File: src/rtl/cpu_alu_arbiter.sv
// Purpose : round-robin arbiter sharing one combinational ALU between
//           REQUESTERS clients; registers the operands, captures the result.
// Latency : grant edge -> EXECUTE -> RESPOND; o_ready pulses in the cycle after
//           the second edge that sees the request.
// Backpr. : clients hold i_request + operands until their one-cycle o_ready
//           pulse; one op per 2 cycles with several clients, 3 with one.
// Ports   : i_clock/i_reset (async, active-high); i_request/i_op/i_op1/i_op2
//           per-client, packed by client index; o_ready one-hot pulse;
//           o_result/o_compare_result shared registered result; o_busy;
//           o_alu_* / i_alu_* connect to the external ALU.
// Option  : `define CPU_ALU_ARBITER_PERF_EN adds o_grant_count/o_stall_count.
module cpu_alu_arbiter #(
   parameter int REQUESTERS = 2,
   parameter int IDW        = 3
) (
   input  logic                     i_clock,
   input  logic                     i_reset,
   input  logic [REQUESTERS-1:0]    i_request,
   input  logic [4*REQUESTERS-1:0]  i_op,
   input  logic [32*REQUESTERS-1:0] i_op1,
   input  logic [32*REQUESTERS-1:0] i_op2,
   output logic [REQUESTERS-1:0]    o_ready,
   output logic [31:0]              o_result,
   output logic                     o_compare_result,
   output logic                     o_busy,
   output logic [3:0]               o_alu_op,
   output logic [31:0]              o_alu_op1,
   output logic [31:0]              o_alu_op2,
   input  logic [31:0]              i_alu_result,
   input  logic                     i_alu_compare_result
`ifdef CPU_ALU_ARBITER_PERF_EN
   ,
   output logic [31:0]              o_grant_count,
   output logic [31:0]              o_stall_count
`endif
);

   typedef enum logic [1:0] {IDLE, EXECUTE, RESPOND} state_t;

   state_t          state_q, state_d;
   logic [IDW-1:0]  ptr_q, ptr_d;
   logic [IDW-1:0]  id_q, id_d;
   logic [3:0]      op_q, op_d;
   logic [31:0]     op1_q, op1_d;
   logic [31:0]     op2_q, op2_d;
   logic [31:0]     result_q, result_d;
   logic            cmp_q, cmp_d;

   logic [REQUESTERS-1:0] id_onehot;
   logic                  id_valid;
   logic [REQUESTERS-1:0] eligible;
   logic                  found;
   int                    win_idx;
   logic                  grant;
   logic [3:0]            sel_op;
   logic [31:0]           sel_op1;
   logic [31:0]           sel_op2;

   // An out-of-range latched id decodes to all-zero, which suppresses o_ready.
   always_comb begin : decode_id
      id_onehot = '0;
      for (int k = 0; k < REQUESTERS; k++) begin
         id_onehot[k] = (int'(id_q) == k);
      end
      id_valid = |id_onehot;
   end

   // The in-flight client still holds its request until after o_ready, so it
   // is masked out while the arbiter is busy.
   always_comb begin : eligibility
      if (state_q == IDLE) eligible = i_request;
      else                 eligible = i_request & ~id_onehot;
   end

   // Rotating scan starting at ptr_q; ptr_q is always < REQUESTERS, so a
   // single subtraction covers the wrap.
   always_comb begin : rr_scan
      int idx;
      found   = 1'b0;
      win_idx = 0;
      idx     = 0;
      for (int i = 0; i < REQUESTERS; i++) begin
         idx = int'(ptr_q) + i;
         if (idx >= REQUESTERS) idx = idx - REQUESTERS;
         for (int k = 0; k < REQUESTERS; k++) begin
            if ((k == idx) && !found && eligible[k]) begin
               found   = 1'b1;
               win_idx = k;
            end
         end
      end
   end

   always_comb begin : operand_mux
      sel_op  = '0;
      sel_op1 = '0;
      sel_op2 = '0;
      for (int k = 0; k < REQUESTERS; k++) begin
         if (k == win_idx) begin
            sel_op  = i_op[4*k +: 4];
            sel_op1 = i_op1[32*k +: 32];
            sel_op2 = i_op2[32*k +: 32];
         end
      end
   end

   always_comb begin : next_state
      state_d  = state_q;
      ptr_d    = ptr_q;
      id_d     = id_q;
      op_d     = op_q;
      op1_d    = op1_q;
      op2_d    = op2_q;
      result_d = result_q;
      cmp_d    = cmp_q;
      grant    = 1'b0;

      case (state_q)
         IDLE: begin
            if (found) begin
               grant   = 1'b1;
               state_d = EXECUTE;
            end
         end
         EXECUTE: begin
            result_d = i_alu_result;
            cmp_d    = i_alu_compare_result;
            state_d  = RESPOND;
         end
         RESPOND: begin
            if (!id_valid) begin
               state_d = IDLE;
            end else if (found) begin
               grant   = 1'b1;
               state_d = EXECUTE;
            end else begin
               state_d = IDLE;
            end
         end
         default: state_d = IDLE;
      endcase

      if (grant) begin
         id_d  = IDW'(win_idx);
         op_d  = sel_op;
         op1_d = sel_op1;
         op2_d = sel_op2;
         ptr_d = (win_idx == REQUESTERS-1) ? '0 : IDW'(win_idx + 1);
      end
   end

   always_ff @(posedge i_clock or posedge i_reset) begin
      if (i_reset) begin
         state_q  <= IDLE;
         ptr_q    <= '0;
         id_q     <= '0;
         op_q     <= '0;
         op1_q    <= '0;
         op2_q    <= '0;
         result_q <= '0;
         cmp_q    <= 1'b0;
      end else begin
         state_q  <= state_d;
         ptr_q    <= ptr_d;
         id_q     <= id_d;
         op_q     <= op_d;
         op1_q    <= op1_d;
         op2_q    <= op2_d;
         result_q <= result_d;
         cmp_q    <= cmp_d;
      end
   end

   // ALU inputs come straight from the latched registers so they stay quiet
   // in IDLE.
   assign o_alu_op         = op_q;
   assign o_alu_op1        = op1_q;
   assign o_alu_op2        = op2_q;
   assign o_result         = result_q;
   assign o_compare_result = cmp_q;
   assign o_busy           = (state_q != IDLE);
   assign o_ready          = (state_q == RESPOND) ? id_onehot : '0;

`ifdef CPU_ALU_ARBITER_PERF_EN
   logic [REQUESTERS-1:0] grant_onehot;
   logic [31:0]           grant_cnt_q, stall_cnt_q;

   always_comb begin : perf_grant_vec
      grant_onehot = '0;
      for (int k = 0; k < REQUESTERS; k++) begin
         grant_onehot[k] = grant && (k == win_idx);
      end
   end

   always_ff @(posedge i_clock or posedge i_reset) begin
      if (i_reset) begin
         grant_cnt_q <= '0;
         stall_cnt_q <= '0;
      end else begin
         if (grant) grant_cnt_q <= grant_cnt_q + 32'd1;
         if (|(eligible & ~grant_onehot)) stall_cnt_q <= stall_cnt_q + 32'd1;
      end
   end

   assign o_grant_count = grant_cnt_q;
   assign o_stall_count = stall_cnt_q;
`endif

endmodule

File: config.mk
export PLATFORM = sky130hd
export DESIGN_NAME = cpu_alu_arbiter
export DESIGN_NICKNAME = d
export VERILOG_FILES = /design/src/rtl/cpu_alu_arbiter.sv
export SDC_FILE = /design/constraint.sdc
export NUM_CORES = 1
export LEC_CHECK = 0
export ABC_AREA = 0
export CORE_MARGIN = 2
export CORE_UTILIZATION = 43
export CTS_BUF_LIST = sky130_fd_sc_hd__clkbuf_8
export DETAILED_ROUTE_END_ITERATION = 16
export PLACE_DENSITY = 0.95
export SLEW_MARGIN = 25
export SYNTH_ARGS = -nofsm -noshare
export SYNTH_HDL_FRONTEND = slang
export SYNTH_SLANG_ARGS = --single-unit
File: constraint.sdc
create_clock -name i_clock -period 11.5 [get_ports i_clock]
set_clock_uncertainty 0.15 [all_clocks]
set_input_delay 2.3 -clock i_clock [delete_from_list [all_inputs] [get_ports i_clock]]
set_output_delay 2.3 -clock i_clock [all_outputs]
set_load 0.005 [all_outputs]
After elaboration in Yosys (flattened, before gate mapping)
Cells that the tools add are included.

storage, ports and cells
  input port bits = 173
  word-level logic and storage cells = 66
  register bits after elaboration = 109

operators by class
  $add $sub $neg = 4
  reduce and logical (&&, ||, !) cells = 17
  equal/unequal tests = 8
  mux-type cells = 25
  bitwise gates (word level) = 2
  order comparisons = 2

operators with widths
  cell                                                               count
  two-way mux 32 bit                                                 8
  == test 2 x 32 -> 1 bit, first input constant                      3
  logical NOT 32 bit                                                 3
  == test 32 x 2 -> 1 bit, second input constant                     1
  two-way mux 1 bit                                                  9
  two-way mux 4 bit                                                  2
  logical AND 1 bit                                                  7
  two-way mux 2 bit                                                  3
  case mux 2 bit (3 select lines)                                    1
  subtractor 4 x 2 -> 5 bit, second input constant                   1
  adder 3 x 1 -> 4 bit, second input constant                        1
  greater-or-equal comparator 4 x 2 -> 1 bit, second input constant  1
  subtractor 3 x 2 -> 4 bit, second input constant                   1
  adder 3 x 2 -> 3 bit, second input constant                        1
  == test 3 x 2 -> 1 bit, second input constant                      1
  greater-or-equal comparator 3 x 2 -> 1 bit, second input constant  1
  logical NOT 1 bit                                                  3
  logical NOT 3 bit                                                  1
  two-way mux 3 bit                                                  1
  AND 2 bit                                                          1
  == test 2 x 1 -> 1 bit, second input constant                      1
  == test 2 bit, second input constant                               1
  logical NOT 2 bit                                                  1
  inequality test 2 bit, second input constant                       1
  4 further kinds                                                    4

Longest topological paths before layout
Gate-level depths: netlist of the first run.

  depth in word-level cells = 21
  depth in mapped cells = 7
  mapped depth without buffers = 3

Worst setup path before layout of the first run
No wires, ideal clock.

  kind = input-to-reg
  start point = input i_request[0]
  end point = register op1_q[10], in the netlist o_alu_op1[10]
  buffers on the path = 3
  path slack = 7,979 ps
  required time = 11,224 ps
  setup time = 126 ps
  stages on the path = 6
  arrival = 3,245 ps
  cell sequence = o21ba_2 buf_2 buf_2 buf_2 o22ai_1 a221o_1

between the ends
  cells in the longest elaborated chain, start to end = 19

ends and longest elaborated chain
  what                                                                          RTL line      source
  start, declared                                                               18            input logic [REQUESTERS-1:0] i_request,
  AND 2 bit                                                                     72            else eligible = i_request & ~id_onehot;
  two-way mux 2 bit *                                                           71            if (state_q == IDLE) eligible = i_request;
  logical AND 1 bit                                                             86            if ((k == idx) && !found && eligible[k]) begin
  two-way mux 1 bit                                                             86
  logical NOT 1 bit                                                             86
  logical AND 1 bit (2 in series)                                               86
  two-way mux 1 bit                                                             86
  logical NOT 1 bit                                                             86
  logical AND 1 bit (2 in series)                                               86
  two-way mux 1 bit                                                             86
  logical NOT 1 bit                                                             86
  logical AND 1 bit (2 in series)                                               86
  two-way mux 32 bit / two-way mux 1 bit (equally long branches)                86
  logical NOT 32 bit / two-way mux 1 bit (equally long branches)                99, 120, 133
  two-way mux 32 bit / two-way mux 1 bit (equally long branches)                99, 131
  two-way mux 32 bit / case mux 1 bit (2 select lines) (equally long branches)  99, 118
  end signal, assigned                                                          167           op1_q <= op1_d;
  end, declared                                                                 44            logic [31:0] op1_q, op1_d;

Mark *: on every way between the ends. The rest lies on a longest branch, timed or not.
A chain may end at the register's enable or synchronous reset.

Worst setup path in the final report of the first run
  start point = register state_q[1]
  end point = output o_ready[1]

between the ends
  cells in the longest elaborated chain, start to end = 2

ends and longest elaborated chain
  what                    RTL line  source
  start, declared         40        state_t state_q, state_d;
  start signal, assigned  163       state_q <= state_d;
  == test 2 bit           182       assign o_ready = (state_q == RESPOND) ? id_onehot : '0;
  two-way mux 2 bit       182
  end, declared           22        output logic [REQUESTERS-1:0] o_ready,

Every way passes these cells.

==> out/qor.csv, run 1 <==
metric,value,unit
outcome,"finished, final reports clean",
p_leak,3.35,nW
cts_hold_buf,0,
synth_area_per_cell,10.5,um2
grt_max_degree,72,
diodes,0,
synth.top_cell.area_share,0.532,
drv_cap,0,
cts_root_buf,clkbuf_8,
antenna_found_initial,0,
critPathMaxFanout,71,
critical_path.cell_chain,buf_4 > inv_2 > nor3_1 > clkdlybuf4s50_1,
slew_violations,0,
rsz0062_at_grt,no,
synth_area_leaders,"dfrtp_1, a221o_1, o22ai_1",
crit_required,9.05,ns
layout_common_cells,"clkdlybuf4s50_1, dfrtp_1, inv_1, nand2_1",
crit_slowest_cell,clkdlybuf4s50_1,
drc_errors,0,
ys_types,20,
maxSlewHeadroom,0.413,
finalNetCount,898,
worstMarginPinSlew,0.881,ns
p_total,2.05,mW
powerDensity,258,nW/um2
overflow,0,
h-tree-depth,3,
hold_viol,0,
post-dp-hpwl,11.9,mm
synth_nets,644,
post-route-period-util,0.402,
gp_congestion,0.833,
clkSlewWorstSetupHoldPaths,0.09,ns
cts-buffers-inserted,9,
ys_warn_count,0,
whs_path_depth,1,
first_iter_violations,415,
nFillCells,814,
row_count,39,
end_kind,output pin,
clkLatencyLatePin,0.34,ns
synthCells,471,
wirelength,16.1,mm
layout_commonest_cell,clkdlybuf4s50_1,
syn_to_final_growth,61.0,%
num_io_pins,277,
first_pass_iters,6,
setup-tns-final,0,ns
grt_pass1_vias,4948,
synth_top_area_cell,dfrtp_1,
initial_core_util,0.436,
synth_seq_cells,105,
cts_setup_buffers,0,
cts_buffer_depth,2,
die_y,111,um
synth-main-ff-cell,dfrtp_1,
layout_min_cycle_time,4.62,ns
vias_per_cell,5.52,
via_count,4815,
synth-edff-count,0,
grt_use_total,0.255,
cts_tree,yes,
async_reset_ff_frac,1.00,
die_w,111,um
ir_drop,0.000143,V
finalSetupViolCount,0,
rr_worst_depth,5,
routedWlPerCell,18.4,um
max_freq,0.216,GHz
hp-class,flop to flop,
ant_nets,0,
crit_type,flop to output pin,
drive_gt1_frac,0.0890,
port_buffers,276,
slowest_delay,0.57,ns
dieArea,12400,um2
arrival,2.17,ns
ys_seq_area_frac,0.532,
cts_resized,0,
cts_num_sinks,105,
setup.worst_path.start_class,flop,
grt_pass1_wl,25.5,mm
core,11300,um2
syn-cell-area,4940,um2
==> layer usage <==
metal / routed length, um / GRT usage / vias to the layer above
met2: 8460 / 0.470 / 258
met3: 956 / 0.0481 / 41
met4: 510 / 0.0955 / 0
li1: - / - / 2206
met1: 6170 / 0.292 / 2310
met5: 0 / 0 / -
==> worst paths after layout <==
| path | start | to | slack [ns] |
|---|---|---|---|
| hold / removal | o_result[29] | o_result[29] | 0.36 |
| setup reg to reg | state_q[1] | o_alu_op2[17] | 8.67 |
| max in group asynchronous | i_reset | state_q[1] | 7.77 |
| hold reg to reg | o_result[29] | o_result[29] | 0.36 |
| setup / recovery | state_q[1] | o_ready[1] | 6.88 |
| min in group asynchronous | i_reset | o_result[20] | 2.14 |
==> cell families (layout without fill, tap and decap cells) <==
logic type | after synthesis | after routing | share of synthesized area
buffers and inverters | 115 | 374 | 0.0953
and+or+nand+nor | 74 | 74 | 0.0583
DFF | 105 | 105 | 0.532
AOI/OAI and AO/OA | 143 | 143 | 0.237
muxes | 34 | 34 | 0.0775
==> cell usage after synthesis, types with 2 or more instances <==
library cell  count
dfrtp_1         105
nor3_1            2
mux2_2           34
a221o_1          68
o21bai_1          2
inv_1            73
buf_2            10
nand2_1          70
o22ai_1          68
clkbuf_1         27
buf_6             3
==> stage by stage <==
stage,cell area [um2],util,setup slack [ns],hold WS [ns],instances
floorplan,4940,-,6.29,0.354,471
global placement,7760,0.686,6.86,0.335,857
detailed placement,7760,0.686,6.77,0.343,857
CTS,7950,0.702,6.84,0.364,873
global route,7950,0.702,6.69,0.386,873
finish,7950,0.702,6.88,0.361,873
==> area by class of cell <==
type                            instances  area (um2)  area share
Tap cell                              143         179      0.0225
Clock buffer                           10         138      0.0173
Multi-Input combinational cell        251        1850       0.233
Clock inverter                          6        50.0     0.00630
Inverter                               74         280      0.0353
Timing Repair Buffer                  284        2820       0.355
Sequential cell                       105        2630       0.331
==> registers in the layout (all words and copies together) (netlist names) <==
signal and count:
id_q 1, state_q 2, o_alu_op 4, ptr_q 1, o_compare_result 1, o_result 32
o_alu_op1 32, o_alu_op2 32
==> worst max-delay path, delay by kind of cell, from the launching register on <==
kind / cells / cell delay [ns]
buf+inv: 3 / 1.29
flops: 1 / 0.35
simple gates: 1 / 0.18
==> where the power goes <==
group | switching (mW) | internal (mW)
Sequential | 0.142 | 0.561
Clock | 0.131 | 0.0880
Combinational | 0.465 | 0.665
(Power assumes the default switching activity.)
==> run 2, diff against run 1 <==
Settings changed: CORE_UTILIZATION 43 to 40, PLACE_DENSITY 0.95 to 0.91.
Clock period 11.5 ns to 4.3 ns, I/O delays scaled along.
==> run 2 against run 1 <==
Compared with the run above:
- global-route usage is 0.92 points lower
- first-iteration DRC count is 34% higher
- sequential share of layout area is 0.17 points lower
- die area is 7.2% higher
- final cell count is 0.69% higher
- largest power group unchanged
- final area is 0.52% higher
- critical path depth is 1 lower
- sequential power grew to 2.7 times the previous value
- clock power grew to 2.9 times the previous value
- worst hold slack better by 0.0015 ns
- setup slack worse by 5.5 ns
- via count is 1.2% higher
==> out/qor.csv, run 2 (same netlist as run 1, synthesis figures left out) <==
metric,value,unit
p_leak,3.37,nW
layout_min_cycle_time,2.93,ns
nFillCells,895,
ant_nets,0,
drive_gt1_frac,0.0888,
setup.worst_path.start_class,flop,
initial_core_util,0.411,
finalSetupViolCount,0,
end_kind,output pin,
finalNetCount,900,
cts_resized,0,
place_area,7780,um2
antenna_found_initial,0,
die_w,115,um
overflow,0,
multi_input_area,1860,um2
layout_commonest_cell,clkdlybuf4s50_1,
seqCellArea,2630,um2
port_buffers,276,
grt_use_total,0.245,
dieArea,13200,um2
post-dp-hpwl,11.8,mm
design_area,7990,um2
cts_hold_buf,0,
grt_pass1_wl,25.5,mm
first_iter_violations,555,
dr_wl_met2,8.12,mm
cts-buffers-inserted,9,
grt_pass1_vias,5059,
crit_slowest_cell,dfrtp_2,
cts_root_buf,clkbuf_8,
dp.cells,863,
max_freq,0.341,GHz
cts_setup_buffers,0,
post-route-util,0.665,
num_io_pins,277,
reg2reg_slack,1.98,ns
crit_required,3.29,ns
grt_max_degree,87,
row_count,40,
outcome,"finished, final reports clean",
slew_violations,0,
via_count,4875,
core,12000,um2
gp_congestion,0.810,
routed-wl-met3,1.45,mm
cts_buffer_depth,2,
cp_top_family,flip-flops,
first_pass_iters,5,
instances_no_fill,879,
clkLatencyLatePin,0.37,ns
critPathMaxFanout,26,
cts_num_sinks,105,
arrival,1.92,ns
rsz0062_at_grt,no,
clkSlewWorstSetupHoldPaths,0.10,ns
met1_length,6.46,mm
critical_path.cell_chain,inv_2 > nor3_1 > clkdlybuf4s50_1,
h-tree-depth,3,
hold_viol,0,
drc_errors,0,
hp-class,flop to flop,
crit_type,flop to output pin,
cts_tree,yes,
worst-path-buf-inv,2,
diodes,0,
worstMarginPinSlew,0.775,ns
routedWlPerCell,18.7,um
vias_per_cell,5.55,
highest_layer,met4,
powerDensity,698,nW/um2
layout_common_cells,"clkdlybuf4s50_1, dfrtp_1, inv_1, nand2_1",
drv_cap,0,
die_y,115,um
ir_drop,0.000325,V
slowest_delay,0.69,ns
post-route-period-util,0.682,
syn_to_final_growth,61.8,%
maxSlewHeadroom,0.483,
wirelength,16.4,mm
setup-tns-final,0,ns
## run 2: cell count changes in the layout (fill, tap and decap cells not counted)
cell and delta:
buf_4 +2, inv_1 +2, bufinv_16 +1, clkinv_2 -1, clkinvlp_4 +1, inv_4 -1
inv_6 -1, inv_8 -1, o211a_2 -1, o211a_4 +1
## run 2: path summary, 6_finish.rpt
kind,start,endpoint,cells after the start
min in group asynchronous,i_reset,o_result[23],2
max in group asynchronous,i_reset,o_alu_op2[21],3
worst min register to register,o_result[19],o_result[19],1
worst max register to register,state_q[1],o_alu_op2[22],4
worst min-delay path,o_result[19],o_result[19],1
worst max-delay path,state_q[1],o_ready[1],3
## run 2: layout make-up
cell class | instances | area share
sequential | 105 | 0.329
inverter | 74 | 0.0354
multi-input combinational | 251 | 0.233
clock buffer | 10 | 0.0172
timing repair buffer | 286 | 0.355
clock inverter | 6 | 0.00767
tap | 147 | 0.0230
## run 2: power by group
part           switching (mW)  total, mW  internal, mW
clock                   0.343      0.626         0.282
sequential              0.412       1.91          1.50
combinational            1.25       3.04          1.79
total                    2.01       5.58          3.57
## run 2: metal layers
metal | GRT usage | up-vias
li1 | - | 2213
met1 | 0.308 | 2320
met2 | 0.409 | 307
met3 | 0.0538 | 35
met4 | 0.109 | 0
met5 | 0 | -
## run 2: through the flow
stage	setup slack [ns]	power [mW]	hold WS [ns]
after detailed placement	1.05	4.94	0.344
after floorplan	0.529	3.39	0.354
after global placement	1.15	4.78	0.336
after CTS	1.36	5.59	0.367
after global routing	1.28	5.93	0.379
final	1.37	5.58	0.362
## run 2: worst reg2reg max path, stage by stage (launching register included)
cell and delay [ns]:
dfrtp_2 0.69, and2_4 0.26, o211a_4 0.53, buf_4 0.42, a221o_1 0.20
